[src/rtl/harmonic_engine.sv]
// harmonic_engine -- additive-synthesis core.
//
// On each sample tick, sums up to NUM_HARMONICS sine partials of a fundamental.
// Partial n runs at (n+1)*frequency. Its amplitude starts at amp_start and drops
// by amp_step for each harmonic, saturating at zero. Each partial keeps its own
// phase, wrapped at PHASE_MOD. A partial is skipped (muted, phase held) when its
// increment is at or above Nyquist or its amplitude is zero. The sine comes from
// an external registered LUT with LUT_LATENCY cycles of read latency.
//
// Ports:
//   fpga_clock     in   system clock
//   reset          in   asynchronous, active-high reset
//   sample_tick    in   single-cycle pulse starting a sample computation
//   frequency      in   fundamental phase increment per sample
//   harmonic_count in   partials requested (clamped to NUM_HARMONICS)
//   amp_start      in   amplitude of the fundamental (unsigned)
//   amp_step       in   amplitude decrement per harmonic
//   phase_sync     in   sampled with sample_tick; zeroes all phases first
//   lut_addr       out  sine LUT address
//   lut_value      in   signed LUT data, valid LUT_LATENCY cycles after lut_addr
//   sample_out     out  signed, saturated sum; held between updates
//   sample_valid   out  one-cycle pulse while sample_out carries a new sample
//   busy           out  high from the cycle after the tick through DONE
//   overrun        out  high in any cycle where a tick arrives while busy
module harmonic_engine #(
    parameter int NUM_HARMONICS = 8,
    parameter int PHASE_MOD     = 48000,
    parameter int PHASE_BITS    = 16,
    parameter int PHASE_SHIFT   = 5,
    parameter int LUT_ADDR_BITS = 11,
    parameter int LUT_LATENCY   = 2,
    parameter int AMP_BITS      = 8,
    parameter int ACC_BITS      = 32,
    parameter int OUT_BITS      = 16,
    parameter int OUT_SHIFT     = 0
) (
    input  logic                        fpga_clock,
    input  logic                        reset,
    input  logic                        sample_tick,
    input  logic [PHASE_BITS-1:0]       frequency,
    input  logic [7:0]                  harmonic_count,
    input  logic [AMP_BITS-1:0]         amp_start,
    input  logic [AMP_BITS-1:0]         amp_step,
    input  logic                        phase_sync,
    output logic [LUT_ADDR_BITS-1:0]    lut_addr,
    input  logic signed [15:0]          lut_value,
    output logic [OUT_BITS-1:0]         sample_out,
    output logic                        sample_valid,
    output logic                        busy,
    output logic                        overrun
);

    localparam int INC_BITS = PHASE_BITS + 8;
    localparam int IDX_BITS = (NUM_HARMONICS > 1) ? $clog2(NUM_HARMONICS) : 1;
    localparam int PW       = 16 + AMP_BITS + 1;

    localparam logic [7:0]            NH8       = 8'(NUM_HARMONICS);
    localparam logic [7:0]            WAIT_LAST = 8'(LUT_LATENCY - 1);
    localparam logic [INC_BITS-1:0]   NYQUIST   = INC_BITS'(PHASE_MOD / 2);
    localparam logic [PHASE_BITS:0]   MOD_W     = (PHASE_BITS + 1)'(PHASE_MOD);

    localparam logic signed [ACC_BITS-1:0] SAT_MAX =
        {{(ACC_BITS - OUT_BITS + 1){1'b0}}, {(OUT_BITS - 1){1'b1}}};
    localparam logic signed [ACC_BITS-1:0] SAT_MIN =
        {{(ACC_BITS - OUT_BITS + 1){1'b1}}, {(OUT_BITS - 1){1'b0}}};

    typedef enum logic [2:0] {
        S_IDLE,
        S_INIT,
        S_HARM,
        S_LUT_WAIT,
        S_MAC,
        S_DONE
    } state_t;

    state_t r_state;
    state_t w_state_next;

    // Request latched at the tick
    logic [PHASE_BITS-1:0]  r_freq;
    logic [7:0]             r_count;
    logic [AMP_BITS-1:0]    r_amp_start;
    logic [AMP_BITS-1:0]    r_amp_step;
    logic                   r_sync;

    // Per-harmonic walk
    logic [7:0]             r_n;
    logic [INC_BITS-1:0]    r_inc;
    logic [AMP_BITS-1:0]    r_amp;
    logic [7:0]             r_wait;
    logic signed [ACC_BITS-1:0] r_acc;

    logic [PHASE_BITS-1:0]  r_phase [NUM_HARMONICS];

    logic [LUT_ADDR_BITS-1:0] r_lut_addr;
    logic [OUT_BITS-1:0]      r_sample_out;
    logic                     r_sample_valid;

    logic [IDX_BITS-1:0]      w_idx;
    logic                     w_muted;
    logic [PHASE_BITS:0]      w_phase_sum;
    logic [PHASE_BITS-1:0]    w_phase_new;
    logic [7:0]               w_n_next;
    logic                     w_last;
    logic [INC_BITS-1:0]      w_inc_next;
    logic [AMP_BITS-1:0]      w_amp_next;
    logic [7:0]               w_count_clamped;

    logic signed [PW-1:0]       w_lut_ext;
    logic signed [PW-1:0]       w_amp_ext;
    logic signed [PW-1:0]       w_prod;
    logic signed [PW-1:0]       w_prod_sh;
    logic signed [ACC_BITS-1:0] w_prod_acc;
    logic signed [ACC_BITS-1:0] w_acc_next;
    logic signed [ACC_BITS-1:0] w_acc_sh;
    logic [OUT_BITS-1:0]        w_sat;

    assign w_idx   = r_n[IDX_BITS-1:0];
    assign w_muted = (r_inc >= NYQUIST) || (r_amp == '0);

    // An active increment is below PHASE_MOD/2, so its low PHASE_BITS bits hold it
    // exactly and one conditional subtraction is enough to wrap.
    assign w_phase_sum = {1'b0, r_phase[w_idx]} + {1'b0, r_inc[PHASE_BITS-1:0]};
    assign w_phase_new = (w_phase_sum >= MOD_W) ? PHASE_BITS'(w_phase_sum - MOD_W)
                                                : PHASE_BITS'(w_phase_sum);

    assign w_n_next   = r_n + 8'd1;
    assign w_last     = (w_n_next == r_count);
    assign w_inc_next = r_inc + {8'b0, r_freq};
    assign w_amp_next = (r_amp > r_amp_step) ? (r_amp - r_amp_step) : '0;

    assign w_count_clamped = (harmonic_count > NH8) ? NH8 : harmonic_count;

    // Signed LUT sample times zero-extended amplitude, scaled back by AMP_BITS.
    assign w_lut_ext  = {{(AMP_BITS + 1){lut_value[15]}}, lut_value};
    assign w_amp_ext  = {{17{1'b0}}, r_amp};
    assign w_prod     = w_lut_ext * w_amp_ext;
    assign w_prod_sh  = w_prod >>> AMP_BITS;
    assign w_prod_acc = {{(ACC_BITS - PW){w_prod_sh[PW-1]}}, w_prod_sh};

    always_comb begin
        w_acc_next = r_acc;
        case (r_state)
            S_INIT:  w_acc_next = '0;
            S_MAC:   w_acc_next = r_acc + w_prod_acc;
            default: w_acc_next = r_acc;
        endcase
    end

    // The output register is loaded on the edge that enters DONE from the
    // accumulator's next value, so sample_valid and sample_out line up in DONE.
    assign w_acc_sh = w_acc_next >>> OUT_SHIFT;

    always_comb begin
        w_sat = w_acc_sh[OUT_BITS-1:0];
        if (w_acc_sh > SAT_MAX) begin
            w_sat = SAT_MAX[OUT_BITS-1:0];
        end else if (w_acc_sh < SAT_MIN) begin
            w_sat = SAT_MIN[OUT_BITS-1:0];
        end
    end

    always_ff @(posedge fpga_clock or posedge reset) begin
        if (reset) begin
            r_state <= S_IDLE;
        end else begin
            r_state <= w_state_next;
        end
    end

    always_comb begin
        w_state_next = r_state;
        case (r_state)
            S_IDLE: begin
                if (sample_tick) begin
                    w_state_next = S_INIT;
                end
            end
            S_INIT: begin
                w_state_next = (r_count == 8'd0) ? S_DONE : S_HARM;
            end
            S_HARM: begin
                if (w_muted) begin
                    w_state_next = w_last ? S_DONE : S_HARM;
                end else begin
                    w_state_next = S_LUT_WAIT;
                end
            end
            S_LUT_WAIT: begin
                if (r_wait == WAIT_LAST) begin
                    w_state_next = S_MAC;
                end
            end
            S_MAC: begin
                w_state_next = w_last ? S_DONE : S_HARM;
            end
            S_DONE: begin
                w_state_next = S_IDLE;
            end
            default: begin
                w_state_next = S_IDLE;
            end
        endcase
    end

    always_ff @(posedge fpga_clock or posedge reset) begin
        if (reset) begin
            r_freq      <= '0;
            r_count     <= '0;
            r_amp_start <= '0;
            r_amp_step  <= '0;
            r_sync      <= 1'b0;
            r_n         <= '0;
            r_inc       <= '0;
            r_amp       <= '0;
            r_wait      <= '0;
            r_acc       <= '0;
            r_lut_addr  <= '0;
            for (int unsigned i = 0; i < NUM_HARMONICS; i++) begin
                r_phase[i] <= '0;
            end
        end else begin
            case (r_state)
                S_IDLE: begin
                    if (sample_tick) begin
                        r_freq      <= frequency;
                        r_count     <= w_count_clamped;
                        r_amp_start <= amp_start;
                        r_amp_step  <= amp_step;
                        r_sync      <= phase_sync;
                    end
                end
                S_INIT: begin
                    r_n   <= '0;
                    r_inc <= {8'b0, r_freq};
                    r_amp <= r_amp_start;
                    r_acc <= w_acc_next;
                    if (r_sync) begin
                        for (int unsigned i = 0; i < NUM_HARMONICS; i++) begin
                            r_phase[i] <= '0;
                        end
                    end
                end
                S_HARM: begin
                    if (w_muted) begin
                        r_n   <= w_n_next;
                        r_inc <= w_inc_next;
                        r_amp <= w_amp_next;
                    end else begin
                        r_phase[w_idx] <= w_phase_new;
                        r_lut_addr     <= LUT_ADDR_BITS'(w_phase_new >> PHASE_SHIFT);
                        r_wait         <= '0;
                    end
                end
                S_LUT_WAIT: begin
                    r_wait <= r_wait + 8'd1;
                end
                S_MAC: begin
                    r_acc <= w_acc_next;
                    r_n   <= w_n_next;
                    r_inc <= w_inc_next;
                    r_amp <= w_amp_next;
                end
                default: begin
                end
            endcase
        end
    end

    always_ff @(posedge fpga_clock or posedge reset) begin
        if (reset) begin
            r_sample_out   <= '0;
            r_sample_valid <= 1'b0;
        end else begin
            r_sample_valid <= 1'b0;
            if (w_state_next == S_DONE && r_state != S_DONE) begin
                r_sample_out   <= w_sat;
                r_sample_valid <= 1'b1;
            end
        end
    end

    assign lut_addr     = r_lut_addr;
    assign sample_out   = r_sample_out;
    assign sample_valid = r_sample_valid;
    assign busy         = (r_state != S_IDLE);
    assign overrun      = sample_tick && (r_state != S_IDLE);

endmodule

[config.mk]
export PLATFORM = sky130hd
export DESIGN_NAME = harmonic_engine
export DESIGN_NICKNAME = d
export VERILOG_FILES = /design/src/rtl/harmonic_engine.sv
export SDC_FILE = /design/constraint.sdc
export NUM_CORES = 1
export LEC_CHECK = 0
export CAP_MARGIN = 20
export CORE_MARGIN = 8
export CORE_UTILIZATION = 50
export CTS_CLUSTER_DIAMETER = 150
export DETAILED_ROUTE_END_ITERATION = 10
export MAX_ROUTING_LAYER = met4
export PLACE_DENSITY = 0.65
export RECOVER_POWER = 50
export SLEW_MARGIN = 20
export SYNTH_ARGS = -nofsm -noshare
export SYNTH_HDL_FRONTEND = slang
export SYNTH_SLANG_ARGS = --single-unit
[constraint.sdc]
create_clock -name fpga_clock -period 19.65 [get_ports fpga_clock]
set_input_delay 3.93 -clock fpga_clock [delete_from_list [all_inputs] [get_ports fpga_clock]]
set_output_delay 3.93 -clock fpga_clock [all_outputs]
set_load 0.03 [all_outputs]
==> Word level (Yosys, flattened, before mapping) <==
Index checks and enable logic that the tools add are counted.
W data, S select, Z words.
{ "word_totals": {"ff_bits": 280, "in_bits": 60, "out_inout_bits": 30, "word_cells": 98} }
{ "classes": {"addsub": 7, "multipliers": 1, "n_lt_le_gt_ge": 8, "n_eq_ne": 11, "mux": 30, "n_bitwise": 2, "n_reduce_logical": 17} }
{ "op_table": {"columns": ["cell", "n"], "rows": [
  ["$mux W128", 2],
  ["$pmux W128 S2", 1],
  ["$bwmux W128", 1],
  ["$mux W16", 6],
  ["$pmux W24 S3", 1],
  ["$pmux W32 S2", 1],
  ["$bmux W16 S3", 1],
  ["$demux W16 S3", 1],
  ["$pmux W8 S3", 2],
  ["$mux W8", 5],
  ["$add A32 B17 Y32", 1],
  ["$gt A32 B16 Y1 const B", 1],
  ["$lt A32 B16 Y1 const B", 1],
  ["$mul A16 B9 Y25", 1],
  ["$add A24 B16 Y24", 1],
  ["$ge A24 B15 Y1 const B", 1],
  ["$mux W24", 1],
  ["$add A16 B16 Y17", 1],
  ["$ge A17 B16 Y1 const B", 1],
  ["$add A8 B1 Y8 const B", 2],
  ["$logic_not A8 Y1", 2],
  ["$pmux W8 S2", 1],
  ["$sub A16 B16 Y16 const B", 1],
  ["$mux W3", 5],
  ["24 further kinds", 35]
]} }

==> Longest topological paths before layout <==
Gate-level depths: netlist of run 1.
{ "depth": {"word_depth": 10, "mapped_depth": 37, "mapped_depth_nobuf": 35} }

==> Worst setup path after synthesis of run 1 <==
OpenSTA, ideal clock, no wires.
{ "synth_path": {"kind": "input to register", "start": "in lut_value[15]", "end": "reg r_sample_out[15] (netlist: sample_out[15])", "setup_ns": 0.141, "arrival_time_ns": 11.333, "required_time_ns": 19.509, "path_slack_ns": 8.175, "cell_stages": 32, "n_path_buf": 2, "path_cell_list": "and2_1 > fa_1 > inv_1 > fa_1 > inv_1 > fa_1 > inv_1 > fa_1 > inv_1 > ha_1 > a21oi_1 > nor2b_1 > o21ai_0 > nand2b_1 > a22o_1 > or2_2 > a211o_4 > ha_1 > clkbuf_1 > a21oi_1 > nor2_1 > a211oi_1 > nand3_1 > o21ai_1 > o31ai_1 > xnor2_1 > a22oi_1 > or4_1 > or4_4 > a21oi_4 > buf_6 > a221oi_1"} }
{ "synth_via": {"elab_chain_cells": 6, "word_cells_on_any_way": 7, "cone_classes": "1 x add/sub; 1 x mul; 2 x order compare; 3 x mux"} }
{ "synth_lines": {"columns": ["element", "line", "source"], "rows": [
  ["start, declared", "46", "input logic signed [15:0] lut_value,"],
  ["$mul A16 B9 Y25 (*)", "137", "assign w_prod = w_lut_ext * w_amp_ext;"],
  ["$add A32 B17 Y32 (*)", "145", "S_MAC: w_acc_next = r_acc + w_prod_acc;"],
  ["$pmux W32 S2 (*)", "143", "case (r_state)"],
  ["$lt A32 B16 Y1", "158", "end else if (w_acc_sh < SAT_MIN) begin"],
  ["$mux W16", "158", null],
  ["$mux W16 (*)", "156", "if (w_acc_sh > SAT_MAX) begin"],
  ["end signal, assigned", "277", "r_sample_out <= w_sat;"],
  ["end, declared", "96", "logic [OUT_BITS-1:0] r_sample_out;"]
]} }
Every way passes the cells marked *; elsewhere a longest branch is shown, timed or not.
A chain may end at the register's enable or synchronous reset.

==> Final worst setup path of run 1 <==
{ "layout_path": {"start": "in lut_value[9]", "end": "reg r_sample_out[3] (netlist: sample_out[3])"} }
Same word-level chain as after synthesis.

==> run metrics, run 1 <==
maximum operating frequency=0.0810 GHz; first drt pass iteration count=8; top fanout value on the critical path=19; FF-to-FF setup slack=between 10 and 15 ns; EDFF count, synth=0; Max H-tree Level=1; total count of max-transition violations in the final report=approximately 280; result of the run=finished, violations left; root buffer cell=sky130_fd_sc_hd__clkbuf_16; cell area after layout=around 22000 µm²; placed cell areas=21100 µm²; endpoint arrival time on the critical path=around 13 ns; CTS Hold Bufs=0; top library cells by usage in the layout, fill and taps aside=sky130_fd_sc_hd__nand2_1 (354), sky130_fd_sc_hd__dfrtp_1 (280), sky130_fd_sc_hd__o21ai_0 (220); Least-Margin Pin Slew=5.77 ns; maximum number of pins on one net before global-route repair=approximately 160; most area-consuming cells after synthesis=sky130_fd_sc_hd__dfrtp_1 (36%), sky130_fd_sc_hd__fa_1 (11%), sky130_fd_sc_hd__ha_1 (7.9%); Core Area=between 30000 and 40000 µm²; Antenna Violating Nets Remaining=0; proportion of layout cells with a drive suffix above 1=between 4 and 5%; number of ports placed on the die boundary=90; wire length of the first global-routing pass=slightly below 90 mm; capture instance of the worst register-to-register path=sample_out[3]; worst hold path cell count=2; number of cells on the worst reg-to-reg path=29; leading area contributor after synthesis=sky130_fd_sc_hd__dfrtp_1; relative slew slack=-287%; number of antenna violations at the first check in global routing=0; Synth Area in Adders=between 10% and 20%; via density per instance=5.83; total clock buffers created by CTS=30; delay contributed by the slowest stage of the critical path=between 0.5 and 0.6 ns; critical register-to-register path startpoint=r_amp[2]; count of state elements after synthesis=280; first-iteration detailed-routing DRC count=between 1000 and 1500; Yosys top cell area share=between 30% and 40%; Ant. Diodes=0; Worst setup EP type=flip-flop; post-synthesis compound-gate area fraction=18.7%; wire per inst=19.3 µm; average cell area after synthesis=about 9 µm²; Final Critical Period=12.34 ns; synth unique cells=78; synthesized instance count=~2200; Hold Violations, Final=0; final estimated routing congestion in global placement=0.902; die area=between 40000 and 50000 µm²; vias in the first global route=about 16000; max-capacitance violation count=10; All-Layer GR Usage=a little under a quarter; async set-or-reset flop fraction in the synthesized netlist=100%; die boundary width=~210 µm; placed wire-length estimate after detailed placement=38.3 mm; core utilization of the finished layout=56.7%; WP data required=between 20 and 25 ns; starting utilization of the core area=50.7%; cell with the largest stage delay on the worst path=sky130_fd_sc_hd__clkdlybuf4s50_1; Synth Area in XOR/XNOR=between 4 and 5%; final period utilization=between 60 and 70%; Hold EP=r_phase[123]; routed via count=16100; area growth from synthesis to final layout=11.7%; # rows=72; endpoints failing setup=0; warning count from the yosys run=0; basic-gate share of the synthesized area counting and, or, nand and nor cells=around 17%; failing checks=capacitance limit, slew limit; most used cell, CP=sky130_fd_sc_hd__fa_1; path type of the worst min-delay path=flip-flop to flip-flop; total congestion overflow after global routing=0; mux contribution to synthesized area=0.204%; critical path class=primary input to flip-flop; final sum of negative setup slack=0 ns; RSZ-0062 raised after global routing=no; clock insertion delay at the later pin of the skew report=0.59 ns; die boundary height=between 200 and 250 µm; Crit path max-delay family=compound AO/OA/AOI/OAI gates; buffers inserted by post-CTS timing repair=0; CTS tree=done; startpoint of the lowest-slack hold path=r_phase[123]; nets@finish=2515; kind of start point of the critical path=primary input; DRC Markers=0; sequential fraction of the synthesis area=35.6%; post-cts sizing count=0; number of nets in the synthesized netlist=about 2500; Setup Skew=about 0.036 ns; number of port buffers=slightly below 90; Total Wirelength=around 53 mm; Bufs on Longest Clock Path=3; Buf/Inv on CP=4; area of the mapped netlist=between 15000 and 20000 µm²; commonest register cell after synthesis=sky130_fd_sc_hd__dfrtp_1; largest family of logic cells by synthesized area=compound AO/OA/AOI/OAI gates; most frequent standard cell in the layout excluding fill and tap cells=sky130_fd_sc_hd__nand2_1; CTS sink cnt=280; clock-pin slew reported for the worst setup and hold paths after clock tree synthesis=0.06 ns
area by class of cell:
cell class                 instances  area (µm²)
tap                              518         648
clock inverter                    14         154
timing repair buffer             110        1030
inverter                         198         744
clock buffer                      39         805
fill                            3526       16800
multi-input combinational       1606       11600
sequential                       280        7010
cells by family (layout without fill, tap and decap cells):
| logic type | Yosys count | count (layout) |
|---|---|---|
| compound gates | 564 | 564 |
| flops | 280 | 280 |
| buf+inv | 289 | 361 |
| mux | 4 | 4 |
| simple gates | 716 | 716 |
| fa+ha+maj | 229 | 229 |
| xor+xnor | 93 | 93 |
worst max path at each step:
stage / start / slack [ns] / depth (start not counted) / end
global route: lut_value[6] / 6.87 / 32 / sample_out[15]
detailed placement: lut_value[6] / 6.79 / 28 / sample_out[15]
finish: lut_value[9] / 7.31 / 30 / sample_out[3]
floorplan: reset / 8.00 / 1 / lut_addr[0]
global placement: lut_value[6] / 6.95 / 28 / sample_out[15]
CTS: lut_value[6] / 7.35 / 29 / sample_out[15]
sequential cells by signal, summed over array words and instances, names as in the netlist, 3 cells and up:
signal,flops
r_amp,8
r_wait,8
r_state,3
lut_addr,11
r_count,8
r_inc,24
r_acc,32
r_amp_step,8
r_n,8
sample_out,16
r_phase,128
r_freq,16
r_amp_start,8
synth_stat cells (51+ instances only):
cell / n
sky130_fd_sc_hd__fa_1: 105
sky130_fd_sc_hd__inv_1: 197
sky130_fd_sc_hd__nor2_1: 80
sky130_fd_sc_hd__clkbuf_1: 78
sky130_fd_sc_hd__a21oi_1: 90
sky130_fd_sc_hd__dfrtp_1: 280
sky130_fd_sc_hd__ha_1: 124
sky130_fd_sc_hd__a22oi_1: 77
sky130_fd_sc_hd__nand2_1: 354
sky130_fd_sc_hd__xnor2_1: 51
sky130_fd_sc_hd__o21ai_0: 212
sky130_fd_sc_hd__and2_1: 84
through the flow:
stage                     cells  hold WS, ns  worst slack (ns)
after floorplan            2175        0.445              8.00
after global placement     2712        0.462              6.95
after detailed placement   2712        0.467              6.79
after CTS                  2765        0.482              7.35
after global routing       2765        0.498              6.87
final                      2765        0.480              7.31
worst register-to-register path, delay by kind of cell (launching register included):
kind                       cells  cell delay (ns)
DFF                            1             0.85
and+or+nand+nor                6             1.82
buffers and inverters          3             0.16
AOI/OAI and AO/OA             13             3.38
adders and majority gates      6             2.87
xor gates and xnor gates       1             0.16
metal layers:
metal	GRT usage, %	share of wire, %	vias to the layer above
met1	30.0	43	7972
met3	2.68	4.9	100
met2	39.3	49	435
li1	-	-	7604
met5	-	0	-
met4	7.47	2.8	0
Power of run 1 is not shown: default switching activity piles up to over one toggle a cycle in this logic, so the estimate is an artifact.
==> run 2, diff against run 1 <==
--- a/config.mk
+++ b/config.mk
@@ -11,7 +11,7 @@
 export CTS_CLUSTER_DIAMETER = 150
 export DETAILED_ROUTE_END_ITERATION = 10
 export MAX_ROUTING_LAYER = met4
-export PLACE_DENSITY = 0.65
+export PLACE_DENSITY = 0.68
 export RECOVER_POWER = 50
 export SLEW_MARGIN = 20
 export SYNTH_ARGS = -nofsm -noshare
==> constraint.sdc (replaced) <==
create_clock -name fpga_clock -period 10.1 [get_ports fpga_clock]
set_input_delay 2.02 -clock fpga_clock [delete_from_list [all_inputs] [get_ports fpga_clock]]
set_output_delay 2.02 -clock fpga_clock [all_outputs]
set_load 0.03 [all_outputs]
==> run 2 against run 1 <==
Effect of this change: the flow still finishes with violations (capacitance limit, slew limit); global-route usage rose by 0.67 points; die area did not move; non-clock buffer count rose by 104; flip-flop and latch count did not move; core utilization rose by 2.3 points; critical path depth rose by 4; first-iteration DRC count fell by 3.0%; worst setup slack got worse by 6.9 ns.
==> run metrics, run 2 (synthesis results as in run 1) <==
result of the run=finished, violations left; failing checks=capacitance limit, slew limit; # rows=72; count of placed standard cells including taps=around 2800; final period utilization=a little over nine tenths; Core Area=roughly 39000 µm²; first drt pass iteration count=6; max reg flops=128; path type of the worst min-delay path=flip-flop to flip-flop; maximum number of pins on one net before global-route repair=approximately 140; die area=between 40000 and 50000 µm²; Antenna Violating Nets Remaining=0; nets@finish=approximately 2600; Max H-tree Level=1; wire length of the first global-routing pass=between 90 and 100 mm; RSZ-0062 raised after global routing=no; wire per inst=approximately 19 µm; max-capacitance violation count=13; cell with the largest stage delay on the worst path=sky130_fd_sc_hd__fa_1; maximum operating frequency=about 0.1 GHz; placed wire-length estimate after detailed placement=39.2 mm; FF+latch area=approximately 7000 µm²; CTS sink cnt=280; root buffer cell=sky130_fd_sc_hd__clkbuf_16; number of antenna violations at the first check in global routing=0; endpoints failing setup=0; routed via count=roughly 17000; layout filler cell count=3422; Hold Violations, Final=0; DRC Markers=0; Largest regs=r_phase x128, r_acc x32, r_inc x24; delay contributed by the slowest stage of the critical path=roughly 0.59 ns; total clock buffers created by CTS=30; first-iteration detailed-routing DRC count=1419; top fanout value on the critical path=16; via density per instance=a little under 6; clock insertion delay at the later pin of the skew report=slightly below 0.6 ns; Least-Margin Pin Slew=5.58 ns; die boundary width=between 200 and 250 µm; Bufs on Longest Clock Path=3; buffers inserted by post-CTS timing repair=0; number of ports placed on the die boundary=90; endpoint arrival time on the critical path=approximately 10 ns; die boundary height=between 200 and 250 µm; proportion of layout cells with a drive suffix above 1=slightly below 9%; final sum of negative setup slack=0 ns; total count of max-transition violations in the final report=approximately 440; placed cell areas=roughly 22000 µm²; most frequent standard cell in the layout excluding fill and tap cells=sky130_fd_sc_hd__nand2_1; area growth from synthesis to final layout=16.2%; starting utilization of the core area=approximately half; kind of start point of the critical path=primary input; CTS Hold Bufs=0; total congestion overflow after global routing=0; number of port buffers=between 80 and 90; All-Layer GR Usage=roughly a quarter; Total Wirelength=roughly 54 mm; CTS tree=done; Final Critical Period=approximately 9.7 ns; Ant. Diodes=0; cell area after layout=approximately 23000 µm²; relative slew slack=-272%; vias in the first global route=about 17000; WP data required=approximately 11 ns; number of standard cells in the final layout excluding fillers=about 2900; clock-pin slew reported for the worst setup and hold paths after clock tree synthesis=0.06 ns; Worst setup EP type=flip-flop; area occupied by multi-input gates=11600 µm²; register with the most flip-flops=r_phase; critical path class=primary input to flip-flop; Final Hold Slack=0.482 ns; final estimated routing congestion in global placement=between 0.9 and 1; top library cells by usage in the layout, fill and taps aside=sky130_fd_sc_hd__nand2_1 (354), sky130_fd_sc_hd__dfrtp_1 (280), sky130_fd_sc_hd__o21ai_0 (220); Setup Skew=about 0.03 ns
[run 2: cell types whose count changed in the layout (fill, tap and decap cells not counted), moves of 2 or more]
cell,before,now
sky130_fd_sc_hd__buf_4,11,113
sky130_fd_sc_hd__clkbuf_1,16,14
sky130_fd_sc_hd__dlymetal6s2s_1,0,2
sky130_fd_sc_hd__clkdlybuf4s50_1,87,85
sky130_fd_sc_hd__clkinv_2,8,4
sky130_fd_sc_hd__clkbuf_2,0,2
sky130_fd_sc_hd__clkbuf_8,2,9
sky130_fd_sc_hd__bufinv_16,2,0
[run 2: area by class of cell]
type                       instances  share of cell area, %
multi-input combinational       1606                   50.9
tap                              518                   2.84
inverter                         198                   3.25
clock buffer                      46                   3.95
timing repair buffer             214                   8.04
clock inverter                     9                  0.362
sequential                       280                   30.7
[run 2: path summary, 6_finish.rpt]
| kind | start | end | slack, ns | cells after the start |
|---|---|---|---|---|
| setup / recovery | lut_value[3] | sample_out[2] | 0.39 | 34 |
| hold / removal | r_phase[21] | r_phase[21] | 0.48 | 2 |
| setup reg to reg | r_amp[2] | sample_out[2] | 1.37 | 33 |
| hold reg to reg | r_phase[21] | r_phase[21] | 0.48 | 2 |
| max in group asynchronous | reset | r_amp_start[5] | 1.87 | 3 |
| min in group asynchronous | reset | lut_addr[10] | 4.07 | 2 |
[run 2: worst max-delay path: cells and delay by family]
kind	cells	cell delay, ns
AND/OR/NAND/NOR	10	2.52
AO/OA/AOI/OAI	9	1.80
XOR/XNOR	2	0.32
adder cells (fa/ha/maj)	6	2.44
buffers and inverters	7	1.10
[run 2: what timing repair did]
item                                   4_1_cts  5_1_grt
endpoints found under the hold margin        0        0
setup endpoints to repair                    0       16
gates resized for setup                      0        8
[run 2: layer usage]
| layer | wire length (µm) | up-vias | part of all wire, % | GRT usage (%) |
|---|---|---|---|---|
| met5 | 0 | - | 0 | - |
| met4 | 1740 | 0 | 3.2 | 7.63 |
| met3 | 2610 | 108 | 4.8 | 2.64 |
| met2 | 26700 | 458 | 49 | 40.6 |
| met1 | 23400 | 8222 | 43 | 30.8 |
| li1 | - | 7832 | - | - |
[run 2: metrics by stage]
stage | util, % | worst slack, ns
final | 58.9 | 0.386
after global routing | 58.9 | 0.00938
after CTS | 59.0 | 0.286
after detailed placement | 56.5 | -0.260
after global placement | 56.5 | -0.177
after floorplan | - | 0.358
Power of run 2 is left out for the same reason.
